$ cat src/rtl/ps2_arrow_router_pkg.sv
// Shared scan-code constants, arrow encodings and prefix-state type for the
// PS/2 arrow router.
package ps2_arrow_router_pkg;

  localparam logic [7:0] SC_EXT      = 8'hE0;
  localparam logic [7:0] SC_BRK      = 8'hF0;

  localparam logic [7:0] SC_P1_UP    = 8'h1D;
  localparam logic [7:0] SC_P1_LEFT  = 8'h1C;
  localparam logic [7:0] SC_P1_DOWN  = 8'h1B;
  localparam logic [7:0] SC_P1_RIGHT = 8'h23;

  localparam logic [7:0] SC_P2_UP    = 8'h75;
  localparam logic [7:0] SC_P2_LEFT  = 8'h6B;
  localparam logic [7:0] SC_P2_DOWN  = 8'h72;
  localparam logic [7:0] SC_P2_RIGHT = 8'h74;

  localparam logic [2:0] ARROW_NONE  = 3'b000;
  localparam logic [2:0] ARROW_UP    = 3'b001;
  localparam logic [2:0] ARROW_LEFT  = 3'b010;
  localparam logic [2:0] ARROW_DOWN  = 3'b011;
  localparam logic [2:0] ARROW_RIGHT = 3'b100;

  typedef enum logic [1:0] {
    PS_IDLE    = 2'd0,
    PS_EXT     = 2'd1,
    PS_BRK     = 2'd2,
    PS_EXT_BRK = 2'd3
  } prefix_state_e;

  function automatic logic [2:0] p1_decode(input logic [7:0] sc);
    case (sc)
      SC_P1_UP:    p1_decode = ARROW_UP;
      SC_P1_LEFT:  p1_decode = ARROW_LEFT;
      SC_P1_DOWN:  p1_decode = ARROW_DOWN;
      SC_P1_RIGHT: p1_decode = ARROW_RIGHT;
      default:     p1_decode = ARROW_NONE;
    endcase
  endfunction

  function automatic logic [2:0] p2_decode(input logic [7:0] sc);
    case (sc)
      SC_P2_UP:    p2_decode = ARROW_UP;
      SC_P2_LEFT:  p2_decode = ARROW_LEFT;
      SC_P2_DOWN:  p2_decode = ARROW_DOWN;
      SC_P2_RIGHT: p2_decode = ARROW_RIGHT;
      default:     p2_decode = ARROW_NONE;
    endcase
  endfunction

endpackage

$ cat src/rtl/ps2_arrow_router_fifo.sv
// Small 3-bit event queue; a write into a full queue is taken only when a read
// frees a slot in the same cycle.
module arrow_event_fifo #(
  parameter int DEPTH = 4
) (
  input  logic       clk_i,
  input  logic       rst_i,
  input  logic       wr_en_i,
  input  logic [2:0] wr_data_i,
  input  logic       rd_en_i,
  output logic [2:0] rd_data_o,
  output logic       full_o,
  output logic       empty_o
);

  localparam int AW = $clog2(DEPTH);

  logic [2:0]  mem_q [DEPTH];
  logic [AW:0] wr_ptr_q, wr_ptr_d;
  logic [AW:0] rd_ptr_q, rd_ptr_d;
  logic        do_wr, do_rd;

  // Extra pointer bit distinguishes full from empty when the indices match.
  assign empty_o   = (wr_ptr_q == rd_ptr_q);
  assign full_o    = (wr_ptr_q[AW] != rd_ptr_q[AW]) &&
                     (wr_ptr_q[AW-1:0] == rd_ptr_q[AW-1:0]);
  assign do_rd     = rd_en_i && !empty_o;
  assign do_wr     = wr_en_i && (!full_o || do_rd);
  assign rd_data_o = mem_q[rd_ptr_q[AW-1:0]];
  assign wr_ptr_d  = do_wr ? wr_ptr_q + 1'b1 : wr_ptr_q;
  assign rd_ptr_d  = do_rd ? rd_ptr_q + 1'b1 : rd_ptr_q;

  always_ff @(posedge clk_i) begin
    if (do_wr) mem_q[wr_ptr_q[AW-1:0]] <= wr_data_i;
  end

  always_ff @(posedge clk_i or posedge rst_i) begin
    if (rst_i) begin
      wr_ptr_q <= '0;
      rd_ptr_q <= '0;
    end else begin
      wr_ptr_q <= wr_ptr_d;
      rd_ptr_q <= rd_ptr_d;
    end
  end

endmodule

$ cat src/rtl/ps2_arrow_router.sv
// Splits a PS/2 scan-code stream into two rate-limited arrow-event streams,
// one per player, with typematic-repeat suppression and overflow flags.
module ps2_arrow_router
  import ps2_arrow_router_pkg::*;
#(
  parameter int FIFO_DEPTH = 4,
  parameter int GAP_CYCLES = 16
) (
  input  logic       clock,
  input  logic       reset,
  input  logic       ps2_key_pressed,
  input  logic [7:0] ps2_out,
  output logic       player1_key_pressed,
  output logic [7:0] player1_arrow_input,
  output logic       player2_key_pressed,
  output logic [7:0] player2_arrow_input,
  output logic       player1_overflow,
  output logic       player2_overflow
);

  localparam int GW = $clog2(GAP_CYCLES + 1);

  prefix_state_e state_q, state_d;
  logic          is_make, is_break;
  logic [2:0]    code [2];

  assign code[0] = p1_decode(ps2_out);
  assign code[1] = p2_decode(ps2_out);

  always_comb begin
    state_d  = state_q;
    is_make  = 1'b0;
    is_break = 1'b0;
    if (ps2_key_pressed) begin
      case (state_q)
        PS_IDLE: begin
          if (ps2_out == SC_EXT)      state_d = PS_EXT;
          else if (ps2_out == SC_BRK) state_d = PS_BRK;
          else                        is_make = 1'b1;
        end
        PS_EXT: begin
          if (ps2_out == SC_BRK) state_d = PS_EXT_BRK;
          else begin
            is_make = 1'b1;
            state_d = PS_IDLE;
          end
        end
        default: begin
          is_break = 1'b1;
          state_d  = PS_IDLE;
        end
      endcase
    end
  end

  always_ff @(posedge clock or posedge reset) begin
    if (reset) state_q <= PS_IDLE;
    else       state_q <= state_d;
  end

  for (genvar p = 0; p < 2; p++) begin : g_player
    logic [2:0]    held_q, held_d;
    logic [GW-1:0] gap_q, gap_d;
    logic          pulse_q, ovf_q, ovf_d;
    logic [2:0]    arrow_q, arrow_d;
    logic          push, pop, full, empty;
    logic [2:0]    head;

    // A repeat of the held key is typematic and never reaches the queue.
    assign push = is_make && (code[p] != ARROW_NONE) && (code[p] != held_q);
    assign pop  = !empty && (gap_q == '0);

    always_comb begin
      held_d = held_q;
      if (push)
        held_d = code[p];
      else if (is_break && (code[p] != ARROW_NONE) && (code[p] == held_q))
        held_d = ARROW_NONE;
    end

    assign gap_d   = pop ? GW'(GAP_CYCLES - 1)
                   : (gap_q != '0) ? gap_q - GW'(1) : gap_q;
    assign arrow_d = pop ? head : arrow_q;
    assign ovf_d   = ovf_q | (push && full && !pop);

    arrow_event_fifo #(
      .DEPTH(FIFO_DEPTH)
    ) u_fifo (
      .clk_i    (clock),
      .rst_i    (reset),
      .wr_en_i  (push),
      .wr_data_i(code[p]),
      .rd_en_i  (pop),
      .rd_data_o(head),
      .full_o   (full),
      .empty_o  (empty)
    );

    always_ff @(posedge clock or posedge reset) begin
      if (reset) begin
        held_q  <= ARROW_NONE;
        gap_q   <= '0;
        pulse_q <= 1'b0;
        arrow_q <= ARROW_NONE;
        ovf_q   <= 1'b0;
      end else begin
        held_q  <= held_d;
        gap_q   <= gap_d;
        pulse_q <= pop;
        arrow_q <= arrow_d;
        ovf_q   <= ovf_d;
      end
    end
  end

  assign player1_key_pressed = g_player[0].pulse_q;
  assign player1_arrow_input = {5'b0, g_player[0].arrow_q};
  assign player1_overflow    = g_player[0].ovf_q;
  assign player2_key_pressed = g_player[1].pulse_q;
  assign player2_arrow_input = {5'b0, g_player[1].arrow_q};
  assign player2_overflow    = g_player[1].ovf_q;

endmodule
$ cat config.mk
export PLATFORM = sky130hd
export DESIGN_NAME = ps2_arrow_router
export DESIGN_NICKNAME = d
export VERILOG_FILES = /design/src/rtl/ps2_arrow_router_pkg.sv /design/src/rtl/ps2_arrow_router_fifo.sv /design/src/rtl/ps2_arrow_router.sv
export SDC_FILE = /design/constraint.sdc
export NUM_CORES = 1
export LEC_CHECK = 0
export BUFFER_PORTS_ARGS = -buffer_cell sky130_fd_sc_hd__buf_2
export CAP_MARGIN = 20
export CORE_ASPECT_RATIO = 0.9
export CORE_MARGIN = 2
export CORE_UTILIZATION = 45
export CTS_CLUSTER_SIZE = 24
export DETAILED_ROUTE_END_ITERATION = 6
export MAX_ROUTING_LAYER = met4
export PLACE_DENSITY_LB_ADDON = 0.08
export REMOVE_ABC_BUFFERS = 1
export SLEW_MARGIN = 30
export SYNTH_ARGS = -nofsm -noshare
export SYNTH_HDL_FRONTEND = slang
export SYNTH_SLANG_ARGS = --single-unit
$ cat constraint.sdc
create_clock -name clock -period 4.55 [get_ports clock]
set_clock_uncertainty 0.05 [all_clocks]
set_input_delay 0.2275 -clock clock [delete_from_list [all_inputs] [get_ports clock]]
set_output_delay 0.2275 -clock clock [all_outputs]
set_load 0.02 [all_outputs]
==> metrics.yaml, run 1 <==
drv_cap: 0
power.switching_mw: 0.577
gr-total-overflow: 0
endpoint_kind: "flip-flop"
synth-seq-area-share_pct: 51.6
cts_tree: "yes"
drc: 0
die_area_sq_um: 8120
cpPeakStageDelay_ps: 490
drt-vias-per-instance: 5.15
r2r_setup_slack_ps: 1950
insertion_delay_ps: 340
outcome: "finished, final reports clean"
synth_async_sr_flop_share_pct: 62.5
hold_buffers: 1
setup.worst_path.start_class: "flip-flop"
synthCells: 270
place.gp.congestion: 0.758
cts-resized-gates: 0
clock_power_share_pct: 27.1
p_leak_nw: 1.57
initial_utilization_pct: 46.9
slew-limit-headroom_pct: 42.8
netlist_area_sq_um: 3340
hold_viol_final: 0
path_class: "flip-flop to flip-flop"
final.min_clock_period_ps: 2600
crit_chain: "or2b_2 -> o21bai_2 -> or2_2 -> nor3_1 -> and2_1"
dp_hpwl_mm: 4.04
switching_share_pct: 32.5
clk_pin_slew_ps: 70
cts_sinks: 64
antenna_found_initial: 0
synth_cell_types: 58
pwr-share-comb_pct: 26.5
cts_setup_buffers: 0
synthToLayoutAreaGrowth_pct: 10.4
cts_made_buffers: 9
grtUsageMet1_pct: 20.9
met3_usage_pct: 5.01
io_buffers: 20
cts.path.max_buffers: 2
drt-pass1-iter-count: 4
layout.nets: 319
pin_count: 31
tns_ps: 0
yosysWarnings: 0
max_freq_mhz: 385
n_antenna_cell: 0
grt_max_degree: 41
arrival_ps: 2590
setup_ws_ps: 1950
globalRoute.busiestLayer: "met2"
grt_use_total_pct: 15.9
setup_violations: 0
cts_root_buffer: "clkbuf_8"
use_met2_pct: 23.5
period_share_pct: 57.1
wl_per_cell_um: 14.3
power_frac_seq_pct: 46.4
cpMaxStageDelayCell: "nor3_1"
pre_cts_ws_ps: 1610
drt-initial-drc-count: 63
die_h_um: 85.7
power_density_nw_per_um2: 482
dieWidth_um: 94.8
grt_setup_unrepaired: "false"
crit_fanout: 8
p_int_mw: 1.20
ant_nets: 0
max_slew.worst_pin.slew_ps: 856
synthFlopType: "dfrtp_1"
cp.required_ps: 4550
core_sq_um: 7110
worstHoldPathType: "input pin to flip-flop"
drive_gt1_share_pct: 22.3
fin_util_pct: 51.8
grt_pass1_vias: 1991
cts.htree.levels: 3
finalMaxSlewViolations: 0
ir_worst_vdd_mv: 0.174
synth_seq_cells: 64
nFillCells: 661
syn_area_per_cell_sq_um: 12.4
vias: 2028
synth_edf_count: 24
wirelength_mm: 5.63
grt_pass1_wl_mm: 9.43
row_count: 29
synth_stat cells (all sizes together) (2+ instances only):
cell      n  area (sq um)
and4bb    2          25.0
o31ai     2          15.0
mux2     10           116
clkbuf    3          11.3
and2      9          57.6
ha       12           150
a21o      2          15.0
nor3b     2          15.0
a2111oi   2          55.1
or3b      2          20.0
o21ai     3          18.8
dfrtp    40          1000
xnor2    12           105
nand2b    6          37.5
or3       4          25.0
nand3     2          10.0
xor2      7          61.3
nor4      3          33.8
nor3      9          56.3
a211o     2          17.5
inv      18          67.6
or2b      3          23.8
nor2     17          63.8
edfxtp   24           721
o21a      2          15.0
nand3b    3          22.5
mux2i     7          70.1
nand2    12          45.0
mux4      6           135
buf      13           105
o22ai     5          31.3
nand4     2          12.5
o21bai    2          18.8
a21oi     8          40.0
a41oi     2          17.5
final timing paths:
kind / start / endpoint / cells past startpoint
worst max-delay path: state_q[1] / g_player[0].u_fifo.mem_q[2][2] / 5
worst max register to register: state_q[1] / g_player[0].u_fifo.mem_q[2][2] / 5
worst min-delay path: ps2_out[4] / state_q[0] / 2
worst min register to register: state_q[0] / state_q[0] / 1
max in group asynchronous: reset / g_player[0].held_q[1] / 4
min in group asynchronous: reset / g_player[0].gap_q[4] / 4
layer usage:
metal / share of wire [%] / wire, um
met5: 0 / 0
met4: 1.4 / 80
met3: 4.0 / 226
met2: 45 / 2510
met1: 50 / 2810
cells by family after synthesis:
family | synth area share [%]
multiplexers | 9.64
flip-flops | 51.6
XOR/XNOR | 4.99
AND/OR/NAND/NOR | 15.1
AO/OA/AOI/OAI | 8.51
other | 0.112
buffers and inverters | 5.51
adder cells (fa/ha/maj) | 4.50
through the flow:
stage | power (mW) | std cells | cell area [sq um] | hold WS, ps
final | 1.78 | 394 | 3680 | 109
after global routing | 1.91 | 394 | 3680 | 120
after CTS | 1.81 | 394 | 3680 | 93.3
after detailed placement | 1.32 | 377 | 3480 | 341
after global placement | 1.31 | 377 | 3480 | 341
after floorplan | 1.19 | 263 | 3250 | 277
area by class of cell:
class / count / area, sq um / share of cell area, %
flip-flops and latches: 64 / 1720 / 46.7
multi-input cells: 181 / 1470 / 39.8
clock buffers: 9 / 124 / 3.36
repair buffers: 22 / 118 / 3.19
well taps: 93 / 116 / 3.16
clock inverters: 7 / 72.6 / 1.97
inverters: 18 / 67.6 / 1.83
critical path: cells and delay by family, from the launching register on:
kind            cells  cell delay, ps
flops               1             420
compound gates      1             330
simple gates        4            1490
state kept, by name (all words and copies together) (netlist names):
| register | flops |
|---|---|
| g_player.arrow_q | 6 |
| player2_key_pressed | 1 |
| state_q | 2 |
| g_player.gap_q | 10 |
| g_player.held_q | 6 |
| player1_key_pressed | 1 |
| g_player.u_fifo.mem_q | 24 |
| g_player.u_fifo.wr_ptr_q | 6 |
| g_player.u_fifo.rd_ptr_q | 6 |
| player2_overflow | 1 |
| player1_overflow | 1 |
power by group through the flow:
stage	clock (mW)	sequential, mW	combinational (mW)
finish	0.482	0.825	0.470
detailed placement	0	0.839	0.479
floorplan	0	0.852	0.335
global placement	0	0.835	0.472
CTS	0.498	0.828	0.480
global route	0.524	0.849	0.533
layout by cell type (no fill, tap or decap), types with 3 or more instances in the layout:
cell / count
xnor2_1: 12
xor2_1: 7
ha_1: 12
or3_1: 4
o22ai_1: 5
buf_2: 20
mux2i_1: 7
edfxtp_1: 24
nand2_1: 12
nor3_1: 8
clkbuf_8: 9
conb_1: 10
a21oi_1: 8
mux2_2: 8
nand2b_1: 6
and2_1: 8
dfrtp_1: 40
mux4_2: 6
inv_1: 17
nor2_1: 17
nand3b_1: 3
(Power assumes the default switching activity.)
==> inputs of run 2 (changes only) <==
clock period = 2.7 ns   (was 4.55 ns; I/O delays follow)
==> metrics.yaml, run 2 (synthesized netlist as in run 1, its figures left out) <==
pin_count: 31  # unchanged
cts_tree: "yes"
hold_viol_final: 0  # unchanged
power.total_mw: 2.90  # +64%
power_density_nw_per_um2: 778  # +61%
dieWidth_um: 94.8  # unchanged
wirelength_mm: 5.76  # +2.4%
grt_pass1_wl_mm: 9.75  # +3.4%
core_sq_um: 7110  # unchanged
p_int_mw: 1.94  # +61%
outcome: "finished, final reports clean"
drc: 0  # unchanged
die_h_um: 85.7  # unchanged
place.gp.congestion: 0.785  # +3.7%
grt_max_degree: 31  # -24%
n_antenna_cell: 0  # unchanged
worstHoldPathType: "input pin to flip-flop"
r2r-start: "state_q[1]"
clk_pin_slew_ps: 70  # about the same
antenna_found_initial: 0  # unchanged
cp.required_ps: 2690  # -1860 ps
grt_pass1_vias: 2018  # +1.4%
multi_input_area_sq_um: 1470  # unchanged
cts.path.max_buffers: 2  # unchanged
reg2reg_to: "g_player[0].u_fifo.mem_q[2][2]"
startpoint: "state_q[1]"
die_area_sq_um: 8120  # unchanged
arrival_ps: 2240  # -350 ps
r2r_cells: 6  # +1
finalMaxSlewViolations: 0  # unchanged
gr-total-overflow: 0  # unchanged
max_slew.worst_pin.slew_ps: 617  # -240 ps
dp_hpwl_mm: 4.19  # +3.8%
drt-initial-drc-count: 100  # +59%
p_leak_nw: 1.62  # +2.6%
grt_setup_unrepaired: "false"
dp.cells: 387  # +2.7%
fin_util_pct: 52.5  # +0.69 points
ant_nets: 0  # unchanged
r2r_setup_slack_ps: 440  # -1510 ps
drt-pass1-iter-count: 4  # unchanged
seq_area_sq_um: 1720  # unchanged
initial_utilization_pct: 46.9  # unchanged
cts_sinks: 64  # unchanged
ir_worst_vdd_mv: 0.326  # +87%
switching_share_pct: 33.3  # +0.87 points
cts_made_buffers: 9  # unchanged
layout.cells.non_filler: 404  # +2.5%
period_share_pct: 83.6  # +26 points
setup_violations: 0  # unchanged
drive_gt1_share_pct: 24.4  # +2.2 points
power.switching_mw: 0.968  # +68%
timing.hold.ws_ps: 27.0  # -81.6 ps
row_count: 29  # unchanged
drv_cap: 0  # unchanged
cts-resized-gates: 0  # unchanged
vias: 2048  # +0.99%
insertion_delay_ps: 330  # about the same
whs_path_depth: 2  # unchanged
largest_reg_flops: 24  # unchanged
clock_power_share_pct: 24.5  # -2.6 points
final_common_cell: "dfrtp_1"
crit_fanout: 5  # -3
grt_use_total_pct: 16.5  # +0.57 points
io_buffers: 20  # unchanged
min_to: "state_q[0]"
layout_common_cells: "dfrtp_1 (40), edfxtp_1 (24), buf_2 (20)"
pwr-share-comb_pct: 27.6  # +1.1 points
wl_per_cell_um: 14.3  # -0.15%
drt-vias-per-instance: 5.07  # -1.5%
endpoint_kind: "flip-flop"
tns_ps: 0  # unchanged
path_class: "flip-flop to flip-flop"
cts_root_buffer: "clkbuf_8"
nFillCells: 644  # -2.6%
power_frac_seq_pct: 47.9  # +1.5 points
cts.htree.levels: 3  # unchanged
min_from: "ps2_out[4]"
layout.nets: 329  # +3.1%
synthToLayoutAreaGrowth_pct: 11.9
setup.worst_path.start_class: "flip-flop"
slew-limit-headroom_pct: 58.6  # +16 points
final.min_clock_period_ps: 2260  # -340 ps
max_freq_mhz: 443  # +15%
[run 2: cell count changes in the layout (fill, tap and decap cells not counted), sizes merged]
cell    delta
inv        +1
buf       +10
bufinv     -1
[run 2: stage by stage]
step | area [sq um] | worst slack, ps
2_1_floorplan | 3250 | 363
3_3_place_gp | 3550 | 304
3_5_place_dp | 3550 | 253
4_1_cts | 3730 | 447
5_1_grt | 3730 | 325
6_report | 3730 | 444
[run 2: critical path: stages, from the launching register on]
cell      delay [ps]
dfrtp_1          420
or2b_2           330
o21bai_2         260
or2_2            360
nor3_1           190
buf_4            160
and2_1           190
[run 2: worst max-delay path by stage]
stage	to	cells after the start
after floorplan	g_player[0].u_fifo.mem_q[3][0]	4
after global placement	g_player[1].u_fifo.mem_q[1][0]	7
after detailed placement	g_player[1].u_fifo.mem_q[2][0]	7
after CTS	g_player[0].u_fifo.mem_q[2][0]	6
after global routing	g_player[1].u_fifo.mem_q[2][0]	7
final	g_player[0].u_fifo.mem_q[2][2]	6
[run 2: area by class of cell]
cell class / count / area share [%]
clock inverter: 7 / 1.24
inverter: 18 / 1.81
timing repair buffer: 32 / 5.16
tap: 93 / 3.12
multi-input combinational: 181 / 39.2
sequential: 64 / 46.1
clock buffer: 9 / 3.32
[run 2: power groups by stage]
stage | logic, mW | clock network [mW] | registers, mW
4_1_cts | 0.812 | 0.738 | 1.40
6_report | 0.801 | 0.712 | 1.39
5_1_grt | 0.910 | 0.783 | 1.43
3_3_place_gp | 0.795 | 0 | 1.41
2_1_floorplan | 0.564 | 0 | 1.44
3_5_place_dp | 0.805 | 0 | 1.42
[run 2: per-layer routing]
layer,share of wire [%],GRT usage (%)
met1,51,22.3
met2,45,24.1
met3,3.7,4.75
met4,0.80,5.14
met5,0,-
[run 2: what timing repair did]
action | 4_1_cts | 5_1_grt
hold buffers | 1 | 0
endpoints found under the hold margin | 10 | 0
setup buffers | 0 | 0
==> inputs of run 3 (changes only) <==
clock period = 1.8 ns   (was 2.7 ns; I/O delays follow)
==> metrics.yaml, run 3 (synthesized netlist as in run 1, its figures left out) <==
slew-limit-headroom_pct: 52.3  # -6.2 points
grt_use_total_pct: 19.2  # +2.7 points
crit_fanout: 5  # unchanged
largest_reg_flops: 24  # unchanged
synthToLayoutAreaGrowth_pct: 41.0
power.switching_mw: 1.82  # +88%
wl_per_cell_um: 14.9  # +4.5%
grt_pass1_vias: 2429  # +20%
core_sq_um: 7110  # unchanged
final.min_clock_period_ps: 2060  # -192 ps
drt-pass1-iter-count: 4  # unchanged
insertion_delay_ps: 330  # about the same
dieWidth_um: 94.8  # unchanged
setup.worst_path.start_class: "flip-flop"
power.total_mw: 5.62  # +94%
cpMaxStageDelayCell: "dfrtp_1"
die_h_um: 85.7  # unchanged
finalMaxSlewViolations: 0  # unchanged
layout_common_cells: "buf_4 (74), dfrtp_1 (40), edfxtp_1 (24)"
drt-initial-drc-count: 105  # +5.0%
initial_utilization_pct: 46.9  # unchanged
max_freq_mhz: 484  # +9.3%
grt_setup_unrepaired: "true"
ant_nets: 0  # unchanged
final_common_cell: "buf_4"
path_class: "flip-flop to flip-flop"
setup_ws_ps: -265  # -708 ps
cts_made_buffers: 9  # unchanged
grt_pass1_wl_mm: 11.5  # +18%
clock_power_share_pct: 21.7  # -2.8 points
power_density_nw_per_um2: 1200  # +54%
dp_hpwl_mm: 4.78  # +14%
violations: "negative setup slack"
endpoint_kind: "flip-flop"
power_frac_seq_pct: 35.4  # -13 points
switching_share_pct: 32.4  # -0.95 points
nFillCells: 557  # -14%
pwr-share-comb_pct: 42.8  # +15 points
period_share_pct: 115  # +31 points
arrival_ps: 2230  # about the same
outcome: "complete, but fails checks"
max_slew.worst_pin.slew_ps: 710  # +93.7 ps
row_count: 29  # unchanged
setup_violations: 39  # +39
cts_tree: "yes"
drt-vias-per-instance: 5.00  # -1.4%
p_leak_nw: 2.14  # +32%
cp.required_ps: 1960  # -730 ps
worstHoldPathType: "input pin to flip-flop"
ir_worst_vdd_mv: 0.615  # +89%
layout.nets: 407  # +24%
n_antenna_cell: 0  # unchanged
cpPeakStageDelay_ps: 400  # -20 ps
hold_viol_final: 0  # unchanged
crit_chain: "a21o_1 -> o31a_2 -> o21ai_4 -> a31oi_4 -> nor4_4 -> buf_4 -> mux2_4"
drv_cap: 0  # unchanged
grt_max_degree: 22  # -29%
wirelength_mm: 7.18  # +25%
fin_util_pct: 66.2  # +14 points
gr-total-overflow: 0  # unchanged
pin_count: 31  # unchanged
clk_pin_slew_ps: 70  # about the same
cts.htree.levels: 3  # unchanged
die_area_sq_um: 8120  # unchanged
io_buffers: 20  # unchanged
p_int_mw: 3.80  # +96%
drc: 0  # unchanged
drive_gt1_share_pct: 49.4  # +25 points
antenna_found_initial: 0  # unchanged
place.gp.congestion: 0.860  # +9.4%
cts_sinks: 64  # unchanged
cts_root_buffer: "clkbuf_8"
cts.path.max_buffers: 2  # unchanged
vias: 2408  # +18%
[run 3: cell count changes in the layout (fill, tap and decap cells not counted), moves of 4 or more]
cell and delta:
mux2_4 +9, inv_2 +4, buf_4 +63, xnor2_1 -5
mux2_2 -8, xnor2_2 +5, and2_1 -4, buf_6 +15
inv_1 -4, nor3_1 -5
[run 3: layout make-up]
class	count	area (sq um)	area share (%)
inverter	18	67.6	1.44
multi-input combinational	181	1770	37.5
tap	93	116	2.47
timing repair buffer	110	835	17.7
clock inverter	4	53.8	1.14
sequential	64	1720	36.6
clock buffer	12	145	3.08
[run 3: power by group through the flow]
stage,combinational [mW],sequential [mW],clock [mW]
5_1_grt,2.62,2.03,1.32
2_1_floorplan,0.846,2.15,0
6_report,2.41,1.99,1.22
3_3_place_gp,1.71,1.98,0
3_5_place_dp,1.75,1.98,0
4_1_cts,2.17,1.98,1.26
[run 3: per-layer routing]
layer	routed length [um]	global-route usage, %	vias to the layer above
met5	0	-	-
met4	97	6.46	0
met3	251	4.66	12
met2	3540	30.2	44
met1	3290	24.4	1173
li1	-	-	1179
[run 3: critical path: cells and delay by family (launching register included)]
kind                   cells  cell delay [ps]
AO/OA/AOI/OAI              4              680
multiplexers               1              290
buffers and inverters      1              180
flip-flops                 1              400
AND/OR/NAND/NOR            1              360
[run 3: worst paths after layout]
kind	from	to	slack [ps]	cells past startpoint
worst max register to register	g_player[1].held_q[2]	g_player[1].u_fifo.wr_ptr_q[1]	-260	7
worst min-delay path	ps2_key_pressed	state_q[1]	90	4
worst max-delay path	g_player[1].held_q[2]	g_player[1].u_fifo.wr_ptr_q[1]	-260	7
max in group asynchronous	reset	state_q[0]	850	4
worst min register to register	state_q[0]	state_q[0]	430	1
min in group asynchronous	reset	g_player[0].gap_q[1]	270	3
[run 3: per-stage QoR]
stage	instances	TNS (ps)	hold WS [ps]	area (sq um)	setup WS [ps]
after global routing	482	-6630	111	4710	-318
after global placement	445	-14110	103	3990	-487
after floorplan	263	-13550	139	3250	-537
final	482	-4290	93.3	4710	-265
after detailed placement	445	-14680	92.6	3990	-504
after CTS	475	-5280	73.3	4540	-229
[run 3: repair_timing]
action | 4_1_cts | 5_1_grt
pin swaps | 25 | 21
endpoints found under the setup margin | 41 | 49
buffers inserted | 19 | 14
endpoints found under the hold margin | 19 | 0
hold buffers | 1 | 0
resized for setup | 57 | 30
